## config.mk

```make
export PLATFORM = sky130hd
export DESIGN_NAME = imem_fetch
export DESIGN_NICKNAME = d
export VERILOG_FILES = /design/src/rtl/imem_pkg.sv /design/src/rtl/imem_array.sv /design/src/rtl/imem_fetch.sv
export SDC_FILE = /design/constraint.sdc
export NUM_CORES = 2
export LEC_CHECK = 0
export ABC_AREA = 1
export CORE_MARGIN = 5
export CORE_UTILIZATION = 30
export CTS_BUF_LIST = sky130_fd_sc_hd__clkbuf_4 sky130_fd_sc_hd__clkbuf_8 sky130_fd_sc_hd__clkbuf_16
export DETAILED_ROUTE_END_ITERATION = 8
export MAX_ROUTING_LAYER = met4
export PLACE_DENSITY = 0.41
export REMOVE_ABC_BUFFERS = 1
export SYNTH_ARGS = -nofsm -noshare
export SYNTH_HDL_FRONTEND = slang
export SYNTH_SLANG_ARGS = --single-unit
```

## constraint.sdc

```tcl
create_clock -name clk -period 2.2 [get_ports clk]
set_input_delay 0.33 -clock clk [delete_from_list [all_inputs] [get_ports clk]]
set_output_delay 0.33 -clock clk [all_outputs]
set_load 0.05 [all_outputs]
```

## src/rtl/imem_pkg.sv

```systemverilog
`default_nettype none
// ============================================================================
// Module   : imem_pkg
// Brief    : Shared types and constants for the instruction-memory fetch path.
// Revision : 1.0 - initial release
// ============================================================================
package imem_pkg;

    typedef enum logic [1:0] {
        FAULT_NONE     = 2'b00,
        FAULT_MISALIGN = 2'b01,
        FAULT_RANGE    = 2'b10
    } fault_e;

    // sll $0,$0,0
    localparam logic [31:0] MIPS_NOP = 32'h0000_0000;

    // Stage fields are sized for the widest supported PC / instruction word.
    localparam int c_stage_pc_w    = 32;
    localparam int c_stage_instr_w = 32;

    typedef struct packed {
        logic                       valid;
        logic [c_stage_pc_w-1:0]    pc;
        logic [c_stage_instr_w-1:0] instr;
        fault_e                     fault;
    } fetch_stage_t;

endpackage : imem_pkg
`default_nettype wire

```

## src/rtl/imem_array.sv

```systemverilog
`default_nettype none
// ============================================================================
// Module   : imem_array
// Brief    : Instruction storage, synchronous write and combinational read.
// Revision : 1.0 - initial release
// ============================================================================
module imem_array #(
    parameter int                           IM_DEPTH          = 64,
    parameter int                           INSTRUCTION_WIDTH = 32,
    parameter int                           IDX_WIDTH         = $clog2(IM_DEPTH),
    parameter logic [INSTRUCTION_WIDTH-1:0] NOP_WORD          = '0
) (
    input  logic                         clk,
    input  logic                         i_we,
    input  logic [IDX_WIDTH-1:0]         i_waddr,
    input  logic [INSTRUCTION_WIDTH-1:0] i_wdata,
    input  logic [IDX_WIDTH-1:0]         i_raddr,
    output logic [INSTRUCTION_WIDTH-1:0] o_rdata
);

    // Contents survive reset; the declaration value gives the power-up image.
    logic [INSTRUCTION_WIDTH-1:0] r_mem [IM_DEPTH] = '{default: NOP_WORD};

    always_ff @(posedge clk) begin
        if (i_we) begin
            r_mem[i_waddr] <= i_wdata;
        end
    end

    assign o_rdata = r_mem[i_raddr];

endmodule : imem_array
`default_nettype wire

```

## src/rtl/imem_fetch.sv

```systemverilog
`default_nettype none
// ============================================================================
// Module   : imem_fetch
// Brief    : IF-stage instruction memory with valid/ready fetch handshake.
// Revision : 1.0 - initial release
// ============================================================================
module imem_fetch
    import imem_pkg::*;
#(
    parameter int                           IM_DEPTH          = 64,
    parameter int                           INSTRUCTION_WIDTH = 32,
    parameter int                           ADDR_WIDTH        = 32,
    parameter int                           READ_LATENCY      = 1,
    parameter logic [INSTRUCTION_WIDTH-1:0] NOP_WORD          = INSTRUCTION_WIDTH'(MIPS_NOP)
) (
    input  logic                          clk,
    input  logic                          rst_n,
    input  logic                          req_valid,
    output logic                          req_ready,
    input  logic [ADDR_WIDTH-1:0]         req_pc,
    output logic                          rsp_valid,
    input  logic                          rsp_ready,
    output logic [INSTRUCTION_WIDTH-1:0]  rsp_instr,
    output logic [ADDR_WIDTH-1:0]         rsp_pc,
    output logic [1:0]                    rsp_fault,
    input  logic                          flush,
    input  logic                          ld_en,
    input  logic [$clog2(IM_DEPTH)-1:0]   ld_addr,
    input  logic [INSTRUCTION_WIDTH-1:0]  ld_data
);

    localparam int                    c_idx_w  = $clog2(IM_DEPTH);
    localparam int                    c_last   = READ_LATENCY - 1;
    localparam logic [ADDR_WIDTH-3:0] c_depth  = (ADDR_WIDTH-2)'(IM_DEPTH);

    localparam fetch_stage_t c_stage_idle = '{
        valid: 1'b0,
        pc:    '0,
        instr: c_stage_instr_w'(NOP_WORD),
        fault: FAULT_NONE
    };

    logic                         w_stall;
    logic                         w_accept;
    logic [ADDR_WIDTH-3:0]        w_word_idx;
    logic [INSTRUCTION_WIDTH-1:0] w_rdata;
    fetch_stage_t                 w_stage_in;
    fetch_stage_t                 r_pipe [READ_LATENCY];

    // ------------------------------------------------------------------
    // Handshake
    // ------------------------------------------------------------------
    assign w_stall    = r_pipe[c_last].valid && !rsp_ready;
    assign req_ready  = !w_stall && !flush && !ld_en;
    assign w_accept   = req_valid && req_ready;
    assign w_word_idx = req_pc[ADDR_WIDTH-1:2];

    imem_array #(
        .IM_DEPTH          (IM_DEPTH),
        .INSTRUCTION_WIDTH (INSTRUCTION_WIDTH),
        .IDX_WIDTH         (c_idx_w),
        .NOP_WORD          (NOP_WORD)
    ) u_array (
        .clk     (clk),
        .i_we    (ld_en),
        .i_waddr (ld_addr),
        .i_wdata (ld_data),
        .i_raddr (w_word_idx[c_idx_w-1:0]),
        .o_rdata (w_rdata)
    );

    // ------------------------------------------------------------------
    // Fault decode and stage-0 capture; misalignment outranks range.
    // ------------------------------------------------------------------
    always_comb begin
        w_stage_in       = c_stage_idle;
        w_stage_in.valid = w_accept;
        w_stage_in.pc    = c_stage_pc_w'(req_pc);
        if (req_pc[1:0] != 2'b00) begin
            w_stage_in.fault = FAULT_MISALIGN;
        end else if (w_word_idx >= c_depth) begin
            w_stage_in.fault = FAULT_RANGE;
        end else begin
            w_stage_in.fault = FAULT_NONE;
            w_stage_in.instr = c_stage_instr_w'(w_rdata);
        end
    end

    // ------------------------------------------------------------------
    // Read pipeline: flush beats stall, stall freezes every stage.
    // ------------------------------------------------------------------
    always_ff @(posedge clk or negedge rst_n) begin
        if (!rst_n) begin
            for (int i = 0; i < READ_LATENCY; i++) begin
                r_pipe[i] <= c_stage_idle;
            end
        end else if (flush) begin
            for (int i = 0; i < READ_LATENCY; i++) begin
                r_pipe[i].valid <= 1'b0;
            end
        end else if (!w_stall) begin
            r_pipe[0] <= w_stage_in;
            for (int i = 1; i < READ_LATENCY; i++) begin
                r_pipe[i] <= r_pipe[i-1];
            end
        end
    end

    assign rsp_valid = r_pipe[c_last].valid;
    assign rsp_instr = INSTRUCTION_WIDTH'(r_pipe[c_last].instr);
    assign rsp_pc    = ADDR_WIDTH'(r_pipe[c_last].pc);
    assign rsp_fault = r_pipe[c_last].fault;

endmodule : imem_fetch
`default_nettype wire
```

Word-level counts from Yosys, hierarchy flattened --
Memories as Yosys holds them, arrays and structs flattened. Index checks and enable logic that the tools add are counted.
Storage, ports and cells: bits in registers 67, memory bits (writable) 2048, bits of input ports 76, output and inout port bits 68, word-level logic and storage cells 27, memories kept 1
Operators by class: $lt $le $gt $ge 1, equal/unequal tests 1, muxes and demuxes 8, bitwise operators 2, reductions and logical operators 10
Memory list:
- u_array.r_mem | depth 64, width 32, rd ports 1, clocked after Yosys merged registers in 0, wr ports 1, line imem_array.sv:22 | logic [INSTRUCTION_WIDTH-1:0] r_mem [IM_DEPTH] = '{default: NOP_WORD};
Operators by type and width (count):
- $mux W67 | 1
- $mux W32 | 2
- $ge A30 B7 Y1 const B | 1
- $logic_and A1 B1 Y1 | 4
- $logic_not A1 Y1 | 4
- $mux W2 | 2
- $mux W1 | 3
- $ne A2 B2 Y1 const B | 1
- $not A1 Y1 | 2
- $reduce_and A2 Y1 | 1
- $reduce_bool A2 Y1 | 1

Logic depth before layout (Yosys ltp) --
depth in word-level cells 8, depth in mapped cells 16, depth with buffers taken out 13

Modules after synthesis --
A second synthesis with hierarchy kept.
Unflattened totals: cell total of the unflattened synthesis 7079, area, all modules 85144.2 µm²
By module, submodules not included:
- imem_array | times used 1, cells an instance 6737, area an instance 82097.5 µm², sequential area each 61499.0 µm²
- imem_fetch | times used 1, cells an instance 342, area an instance 3046.7 µm², sequential area each 1676.6 µm²

Worst setup path before layout --
OpenSTA, ideal clock, no wires.
path type input -> register, start in ld_en, end mem u_array.r_mem[48][0], enable pin, setup time 0.502 ns, data arrival time 3.983 ns, data required time 1.698 ns, path slack -2.285 ns, stages 3, path buffers 1, cell sequence clkbuf_1 nand4_1 nor4_1
On the way: cells in the longest elaborated chain, start to end 2
Ends and longest elaborated chain:
- from (decl) | line imem_fetch.sv:27 | input logic ld_en,
- $mux W1 | line imem_array.sv:25 | if (i_we) begin
- $mux W1 (implied by the code) | line imem_array.sv:26 | r_mem[i_waddr] <= i_wdata;
- to (decl) | line imem_array.sv:22
Every way passes these cells.

Final worst setup path --
start reg r_pipe, in the netlist rsp_valid, end out req_ready
On the way: cells in the longest elaborated chain, start to end 4
Ends and longest elaborated chain:
- from (decl) | line imem_fetch.sv:48 | fetch_stage_t r_pipe [READ_LATENCY];
- from (signal, indexed assignment) | line imem_fetch.sv:95 | r_pipe[i] <= c_stage_idle;
- from (signal, indexed assignment) | line imem_fetch.sv:104 | r_pipe[i] <= r_pipe[i-1];
- $logic_and A1 B1 Y1 | line imem_fetch.sv:53 | assign w_stall = r_pipe[c_last].valid && !rsp_ready;
- $logic_not A1 Y1
- $logic_and A1 B1 Y1 (2 in series) | line imem_fetch.sv:54 | assign req_ready = !w_stall && !flush && !ld_en;
- to (decl) | line imem_fetch.sv:19 | output logic req_ready,
Every way passes these cells.

==> run_results.csv <==
group,metric,value,unit
status,status,"complete, but fails checks",
status,violations,"negative setup slack",
die,die-width,542,um
final_layout,fill_cells,27300,
sta,drv_slew,0,
die,pin_count,144,
synth,ys_ff_latch,2115,
pwr,max-vdd-ir-drop,0.783,mV
sta,fin_worst_skew,0.0439,ns
final_layout,syn_to_final_growth,24.8,%
routing,avgRoutedWirePerCell,24.8,um
die,die_area,0.294,mm2
clocking,clockBufferDepth,3,
sta,period_needed,2.23,ns
grt,grt_max_degree,65,
pwr,power_leakage,0.0390,uW
sta,grt_setup_unrepaired,"yes",
sta,finalWorstSetupSlack,-0.0327,ns
routing,wl_met1,134000,um
placement,hpwlAfterDp,184000,um
flow_run,max_cap_violations,0,
final_layout,layout.nets,7972,
synth,syn_area,0.0850,mm2
sta,timing.fmax,448,MHz
routing,wirelength,293000,um
setup_path,crit_type,"reg2out",
routing,dr.pass1.iters,6,
synth,synth-seq-area-share,0.743,
routing,route.met3.wl,12100,um
pwr,total_power,89900,uW
clocking,clkTransAtPathRegs,0.06,ns
synth,syn_area_per_cell,11.8,um2
pwr,powerDensity,847,mW/mm2
synth,yosys-top-cells-area,"edfxtp_1 (72%), nand2_1 (12%), nand3_1 (8.9%)",
clocking,cts_root_buffer,"clkbuf_16",
clocking,htree_levels,4,
synth,async_reset_ff_frac,0.0317,
grt,grt_pass1_vias,55900,
routing,post-route-drc-count,0,
routing,drtAntennaViolNets,0,
sta,final-setup-viol-count,1,
final_layout,layout-drive-gt1-share,0.152,
synth,synth_top_area_share,0.723,
final_layout,fin_cells,11800,
synth,synth_edf_count,2048,
grt,grt_pass1_wl,420000,um
synth,yosysUniqueCellTypes,21,
placement,dp.cells,11400,
routing,viasPerCell,4.85,
setup_path,worst_setup_path_start_kind,"flop",
setup_path,crit_fanout,3,
sta,finalCritPeriodShare,1.01,
min_path,hold_path.class,"in2reg",
setup_path,crit_arrival,1.90,ns
placement,io_buffers,143,
clocking,cts.sinks,2115,
setup_path,setup.worst_path.end_class,"output pin",
setup_path,r2r_slack,0.15,ns
sta,finalHoldViolCount,0,
clocking,cts_made_buffers,232,
die,core,0.282,mm2
sta,slew_headroom,0.304,
setup_path,required,1.87,ns
synth,synth_top_cell_by_area,"edfxtp_1",
synth,yosys-top-cells-count,"nand2_1 (2791), edfxtp_1 (2048), nand3_1 (1509), buf_2 (275), clkbuf_1 (103)",
final_layout,design_area,0.106,mm2
clocking,clock_latency,0.89,ns
synth,yosys_most_used_dff,"edfxtp_1",
sta,tightest_slew,1.04,ns
routing,via_count,57400,
die,row_count,195,
grt,track_usage,0.202,
placement,place.gp.congestion,0.796,
routing,wl_met2,141000,um
grt,grt-ovfl-total,0,
placement,dpl_cell_area,0.0980,mm2
synth,ys_warn_count,0,
die,start_util,0.301,
synth,synth_cells,7220,
grt,antenna_found_initial,19,
routing,dr.max_layer_used,"met4",
clocking,cts_tree,"done",
placement,dpl_worst_slack,-0.605,ns
die,die_h,542,um
routing,drt_iter0_markers,4850,
final_layout,final_core_util,0.376,
synth,yosysMostFrequentCell,"nand2_1",
==> final cells by class <==
type | instances | area (um2) | share of cell area
sequential | 2115 | 63200 | 0.595
multi-input combinational | 4556 | 19700 | 0.186
timing repair buffer | 887 | 10500 | 0.0986
clock buffer | 292 | 6320 | 0.0596
tap | 3743 | 4680 | 0.0441
clock inverter | 140 | 1280 | 0.0120
inverter | 104 | 432 | 0.00407
antenna | 7 | 17.5 | 0.000165
==> cell usage in the layout (no fill, tap or decap), drive strengths merged <==
cell type      netlist  final
a21oi               99     99
buf                342    764
bufinv               0     14
clkbuf             103    292
clkdlybuf4s15        0     32
clkdlybuf4s18        0      1
clkdlybuf4s50        0     36
clkinv               3    117
clkinvlp             0      8
dfrtp               67     67
diode                0      7
dlygate4sd2          0      9
dlygate4sd3          0     45
edfxtp            2048   2048
inv                101    105
nand2             2791   2791
nand3             1509   1509
nand4               15     15
nor2               102    102
nor4                 8      8
o21a                 1      1
o21ai               29     29
o31ai                2      2
==> stage by stage <==
step           hold WS [ns]  setup TNS [ns]
3_5_place_dp          0.182         -114.49
6_report             0.0872         -0.0327
2_1_floorplan        0.0344        -1257.89
5_1_grt              0.0878          -0.125
4_1_cts              0.0222          -0.211
3_3_place_gp          0.183         -108.77
==> critical path, stage by stage (launching register included) <==
cell      delay, ns
dfrtp_1        0.40
a21oi_2        0.17
buf_6          0.15
clkinv_8       0.05
nor2_4         0.10
buf_12         0.14
==> per-layer routing <==
layer	vias to the layer above	track usage
met3	351	0.0209
met2	1360	0.326
met1	29100	0.276
li1	26600	-
met4	0	0.0447
met5	-	-
==> what timing repair did <==
item	CTS	global route
hold buffers	45	0
endpoints found under the hold margin	1488	0
pin swaps	2	2
gates resized for setup	127	1
setup endpoints to repair	50	2
buffers inserted	5	1
==> path summary, 6_finish.rpt <==
| check | cells past startpoint | from | endpoint |
|---|---|---|---|
| min in group asynchronous | 4 | rst_n | rsp_instr[5] |
| max | 5 | rsp_valid | req_ready |
| min reg2reg | 2 | rsp_pc[1] | rsp_pc[1] |
| min | 2 | ld_data[5] | u_array.r_mem[16][5] |
| max reg2reg | 11 | rsp_valid | rsp_instr[15] |
| max in group asynchronous | 4 | rst_n | rsp_instr[26] |
==> power breakdown <==
| part | switching [uW] | leakage, uW | internal [uW] | total [uW] |
|---|---|---|---|---|
| sequential | 94.4 | 0.0193 | 44500 | 44600 |
| clock | 16600 | 0.00376 | 22000 | 38600 |
| combinational | 4530 | 0.0160 | 2140 | 6670 |
==> logic make-up (layout without fill, tap and decap cells) <==
logic type | Yosys count | after routing | synth area share
AOI/OAI and AO/OA | 131 | 131 | 0.00784
buffers and inverters | 549 | 1423 | 0.0310
DFF | 2115 | 2115 | 0.743
other | 0 | 7 | 0
and+or+nand+nor | 4425 | 4425 | 0.218
==> sequential cells by signal, indices dropped and copies added (netlist names) <==
name and cells:
rsp_pc 32, u_array.r_mem 2048, rsp_instr 32, rsp_valid 1
rsp_fault 2
Note: power is estimated with default switching activity, not from simulation.
